$ cat config.mk
export PLATFORM = sky130hd
export DESIGN_NAME = piso_serializer
export DESIGN_NICKNAME = d
export VERILOG_FILES = /design/src/rtl/piso_serializer_pkg.sv /design/src/rtl/piso_serializer_hold_buf.sv /design/src/rtl/piso_serializer.sv
export SDC_FILE = /design/constraint.sdc
export NUM_CORES = 1
export LEC_CHECK = 0
export ABC_AREA = 1
export CAP_MARGIN = 5
export CORE_ASPECT_RATIO = 1.1
export CORE_MARGIN = 5
export CORE_UTILIZATION = 54
export CTS_CLUSTER_SIZE = 10
export DETAILED_ROUTE_END_ITERATION = 16
export PLACE_DENSITY = 0.79
export REMOVE_ABC_BUFFERS = 1
export SLEW_MARGIN = 20
export SYNTH_ARGS = -nofsm -noshare
export SYNTH_HDL_FRONTEND = slang
export SYNTH_SLANG_ARGS = --single-unit
$ cat constraint.sdc
create_clock -name Sclk -period 5.6 [get_ports Sclk]
set_input_delay 1.68 -clock Sclk [delete_from_list [all_inputs] [get_ports Sclk]]
set_output_delay 1.68 -clock Sclk [all_outputs]
set_load 0.02 [all_outputs]
$ cat src/rtl/piso_serializer_pkg.sv
// Shared constants and helpers for the serial output path (piso serializer and its sipo counterpart).
package piso_serializer_pkg;

  localparam logic IDLE_LOW  = 1'b0;
  localparam logic IDLE_HIGH = 1'b1;

  localparam bit ORDER_MSB = 1'b1;
  localparam bit ORDER_LSB = 1'b0;

  localparam logic [0:0] ST_IDLE  = 1'b0;
  localparam logic [0:0] ST_SHIFT = 1'b1;

  // Counter must hold the full word length, hence n+1.
  function automatic int cnt_width(input int n);
    return $clog2(n + 1);
  endfunction

endpackage

$ cat src/rtl/piso_serializer_hold_buf.sv
// Holding register in front of the shifter: load handshake, Ready and sticky Overrun.
module piso_hold_buf
  import piso_serializer_pkg::*;
#(
  parameter int DATA_W = 40
) (
  input  logic              Sclk,
  input  logic              Clear,
  input  logic              Load,
  input  logic              start,
  input  logic [DATA_W-1:0] InputParallel,
  output logic [DATA_W-1:0] hold_data,
  output logic              hold_valid,
  output logic              Ready,
  output logic              Overrun
);

  logic accept;
  logic hold_valid_next;

  // A load is taken if the slot is empty or is being emptied by a start this edge.
  assign accept = Load && (!hold_valid || start);

  always_comb begin
    hold_valid_next = hold_valid;
    if (accept)
      hold_valid_next = 1'b1;
    else if (start)
      hold_valid_next = 1'b0;
  end

  always_ff @(posedge Sclk) begin
    if (Clear) begin
      hold_valid <= 1'b0;
      Ready      <= 1'b1;
      Overrun    <= 1'b0;
    end else begin
      hold_valid <= hold_valid_next;
      Ready      <= !hold_valid_next;
      if (Load && hold_valid && !start)
        Overrun <= 1'b1;
    end
  end

  always_ff @(posedge Sclk) begin
    if (accept)
      hold_data <= InputParallel;
  end

endmodule

$ cat src/rtl/piso_serializer.sv
// Double-buffered parallel-in/serial-out shifter with gapless back-to-back words.
module piso_serializer
  import piso_serializer_pkg::*;
#(
  parameter int   DATA_W     = 40,
  parameter bit   MSB_FIRST  = ORDER_MSB,
  parameter logic IDLE_LEVEL = IDLE_LOW
) (
  input  logic              Sclk,
  input  logic              Clear,
  input  logic              Frame,
  input  logic              Load,
  input  logic [DATA_W-1:0] InputParallel,
  output logic              Ready,
  output logic              OutputSerial,
  output logic              OutReady,
  output logic              Overrun
);

  localparam int CNT_W = cnt_width(DATA_W);

  logic [0:0]        state;
  logic [CNT_W-1:0]  cnt;
  logic [DATA_W-1:0] shift_reg;
  logic [DATA_W-1:0] hold_data;
  logic              hold_valid;
  logic              last_bit;
  logic              start;

  function automatic logic first_bit(input logic [DATA_W-1:0] w);
    return MSB_FIRST ? w[DATA_W-1] : w[0];
  endfunction

  function automatic logic [DATA_W-1:0] advance(input logic [DATA_W-1:0] w);
    return MSB_FIRST ? (w << 1) : (w >> 1);
  endfunction

  piso_hold_buf #(.DATA_W(DATA_W)) u_hold (
    .Sclk          (Sclk),
    .Clear         (Clear),
    .Load          (Load),
    .start         (start),
    .InputParallel (InputParallel),
    .hold_data     (hold_data),
    .hold_valid    (hold_valid),
    .Ready         (Ready),
    .Overrun       (Overrun)
  );

  // cnt counts bits still to be shown, including the one currently on OutputSerial.
  assign last_bit = (cnt == CNT_W'(1));
  assign start    = Frame && hold_valid && ((state == ST_IDLE) || last_bit);

  always_ff @(posedge Sclk) begin
    if (Clear) begin
      state        <= ST_IDLE;
      cnt          <= '0;
      OutReady     <= 1'b0;
      OutputSerial <= IDLE_LEVEL;
    end else if (start) begin
      state        <= ST_SHIFT;
      cnt          <= CNT_W'(DATA_W);
      OutReady     <= 1'b1;
      OutputSerial <= first_bit(hold_data);
    end else if (state == ST_SHIFT) begin
      if (last_bit) begin
        state        <= ST_IDLE;
        cnt          <= '0;
        OutReady     <= 1'b0;
        OutputSerial <= IDLE_LEVEL;
      end else begin
        cnt          <= cnt - CNT_W'(1);
        OutputSerial <= first_bit(shift_reg);
      end
    end
  end

  // The first bit leaves straight from the holding register, so the shifter keeps the rest.
  always_ff @(posedge Sclk) begin
    if (start)
      shift_reg <= advance(hold_data);
    else if (state == ST_SHIFT)
      shift_reg <= advance(shift_reg);
  end

endmodule

==> run metrics <==
final design utilization 0.6751; H-tree depth 3; Rows 30; Lkg Pwr around 1.7 nW; post-placement cell area 4031 um2; pins over their slew limit 0; minimum hold slack ~450 ps; Synth top area share 0.6735; Critical Path AT roughly 3600 ps; Inst Count DP about 410; PnR Total Power between 1 and 1.5 mW; crit-path max FO 40; ratio of cells with drive above 1 in the final layout 0.06765; post-synthesis compound-gate area fraction 0.01599; average size of a mapped cell 12.19 um2; fmax around 280 MHz; Nets 383; VDD IR-drop max 0.1858 mV; Synth-to-Final Area Change 20.14%; Distinct cells, synth 24; PD cells 322.6 nW/um2; Seq/Total Area, Yosys 0.7417; #FFs+latches synth between 90 and 100; Sw Ratio 0.2206; number of global-route vias before repair around 2100; main combinational cell family by area after synthesis simple AND/OR/NAND/NOR gates; Setup crit end kind register; largest net degree at the start of global routing 47; max reg flops 40; post-route setup slack 2044 ps; combinational share of power 0.103; largest cells by area after synthesis edfxtp_1, nand2_1, dfxtp_1, nand3_1, inv_1; Clock power frac 0.296; Boundary Pins 48; Int Power 1.064 mW; Final Cell Area 4232 um2; final setup TNS 0 ps; Root Buffer clkbuf_8; total grt overflow 0; clock buffer count from CTS 9; quantity of gates resized following cts 0; sequential share of power 0.601; Slew HR 0.3659; chip height 94.71 um; Worst-Skew Late Latency 350 ps; Die X 87.01 um; clock transition at the registers of the reported paths ~70 ps; status finished clean; GP Congestion 0.7911; synthesized area 3522 um2; Longest Clk Path Bufs 2; Routed WL 5750 um; setup violators final 0; Net Switching about 0.3 mW; Cell Count, Final, Fillers Out 420; gr usage total 0.1501; DRC violations left 0; full die area slightly above 8000 um2; setup bufs post-CTS 0; drt first pass iters 4; Hold WC Path Type reg2reg; simple-gate area share of the yosys netlist 0.1886; core area 6269 um2; Detailed Route Iter0 Violations 212; Worst setup SP type input port; first-pass GRT wire length 9377 um; RSZ-0062 raised after global routing no; proportion of synthesized area in mux cells 0; Post-Synth XOR/XNOR Area 0.004973; hold-fix buffer count after cts 0; clk_skew 9.014 ps; DR vias 2152; Clock Sink Count 91; commonest non-fill, non-tap cell in the layout nand2_1; post-DP HPWL between 3000 and 4000 um; final cycle utilization of the critical path 0.6350; Crit Path Category in2reg; post-place setup slack 1332 ps; commonest cells after routing, fill and taps aside nand2_1, edfxtp_1, clkdlybuf4s50_1; ANT cells 0; Tightest Pin Transition approximately 950 ps; Post-Syn Instances 289; CP required 5650 ps; Yosys top cell by area edfxtp_1; routed length per instance 13.69 um; antenna-violating nets left 0; I/O Buffers 47; minimum clock period between 3000 and 4000 ps; Max Cap Viol 0; Synth Area in Adders 0.007105; CTS tree done; initial antenna violation count 0; Via density 5.124; Initial Utilization 0.5619; endpoints failing hold 0; yosys warns 0; fillers about 440
==> synth_stat cells <==
cell / n
a21oi_1: 7
xor2_1: 1
o21ai_0: 1
nor2_2: 1
clkbuf_1: 2
edfxtp_1: 79
nand2_2: 2
buf_2: 6
a21oi_2: 1
dfxtp_1: 12
or2_2: 1
inv_1: 14
xnor2_1: 1
inv_2: 1
buf_6: 4
nand2_1: 95
or2_1: 1
nand3_2: 1
o211ai_1: 1
buf_4: 1
nor2_1: 9
nand3_1: 44
ha_1: 2
nand4_1: 2
==> worst max-delay path: stages <==
cell             delay, ps
clkdlybuf4s50_1        460
nand2_1                100
inv_1                   80
buf_4                  380
nand2_2                130
a21oi_4                520
buf_16                 240
==> cell type report <==
| type | instances | area, um2 | area share |
|---|---|---|---|
| Timing Repair Buffer | 50 | 513.0 | 0.1212 |
| Clock buffer | 11 | 131.4 | 0.03105 |
| Tap cell | 80 | 100.1 | 0.02365 |
| Clock inverter | 3 | 41.29 | 0.009758 |
| Inverter | 15 | 56.30 | 0.01331 |
| Sequential cell | 91 | 2613 | 0.6174 |
| Multi-Input combinational cell | 170 | 777.0 | 0.1836 |
==> routing by layer <==
| layer | share of wire | GRT usage | wire, um | vias to the layer above |
|---|---|---|---|---|
| li1 | - | - | - | 1080 |
| met1 | 0.43 | 0.1957 | 2485 | 995 |
| met3 | 0.052 | 0.03316 | 298 | 13 |
| met2 | 0.49 | 0.2323 | 2841 | 64 |
| met5 | 0 | 0 | 0 | - |
| met4 | 0.022 | 0.08442 | 125 | 0 |
==> worst paths after layout <==
kind	from	end	slack (ps)	cells past startpoint
max	Frame	u_hold.hold_data[34]	2040	7
min	u_hold.Overrun	u_hold.Overrun	450	2
max reg2reg	cnt[1]	u_hold.hold_data[34]	2960	9
min reg2reg	u_hold.Overrun	u_hold.Overrun	450	2
==> cell families after synthesis <==
| kind of cell | after synthesis |
|---|---|
| buffers and inverters | 28 |
| and+or+nand+nor | 156 |
| AOI/OAI and AO/OA | 10 |
| DFF | 91 |
| adders and majority gates | 2 |
| xor gates and xnor gates | 2 |
==> power by group through the flow <==
| stage | Combinational (mW) | Sequential (mW) | Clock, mW |
|---|---|---|---|
| 5_1_grt | 0.158 | 0.826 | 0.435 |
| 2_1_floorplan | 0.0766 | 0.834 | 0 |
| 6_report | 0.140 | 0.821 | 0.404 |
| 4_1_cts | 0.138 | 0.822 | 0.412 |
| 3_3_place_gp | 0.132 | 0.835 | 0 |
| 3_5_place_dp | 0.137 | 0.836 | 0 |
(Power assumes the default switching activity.)
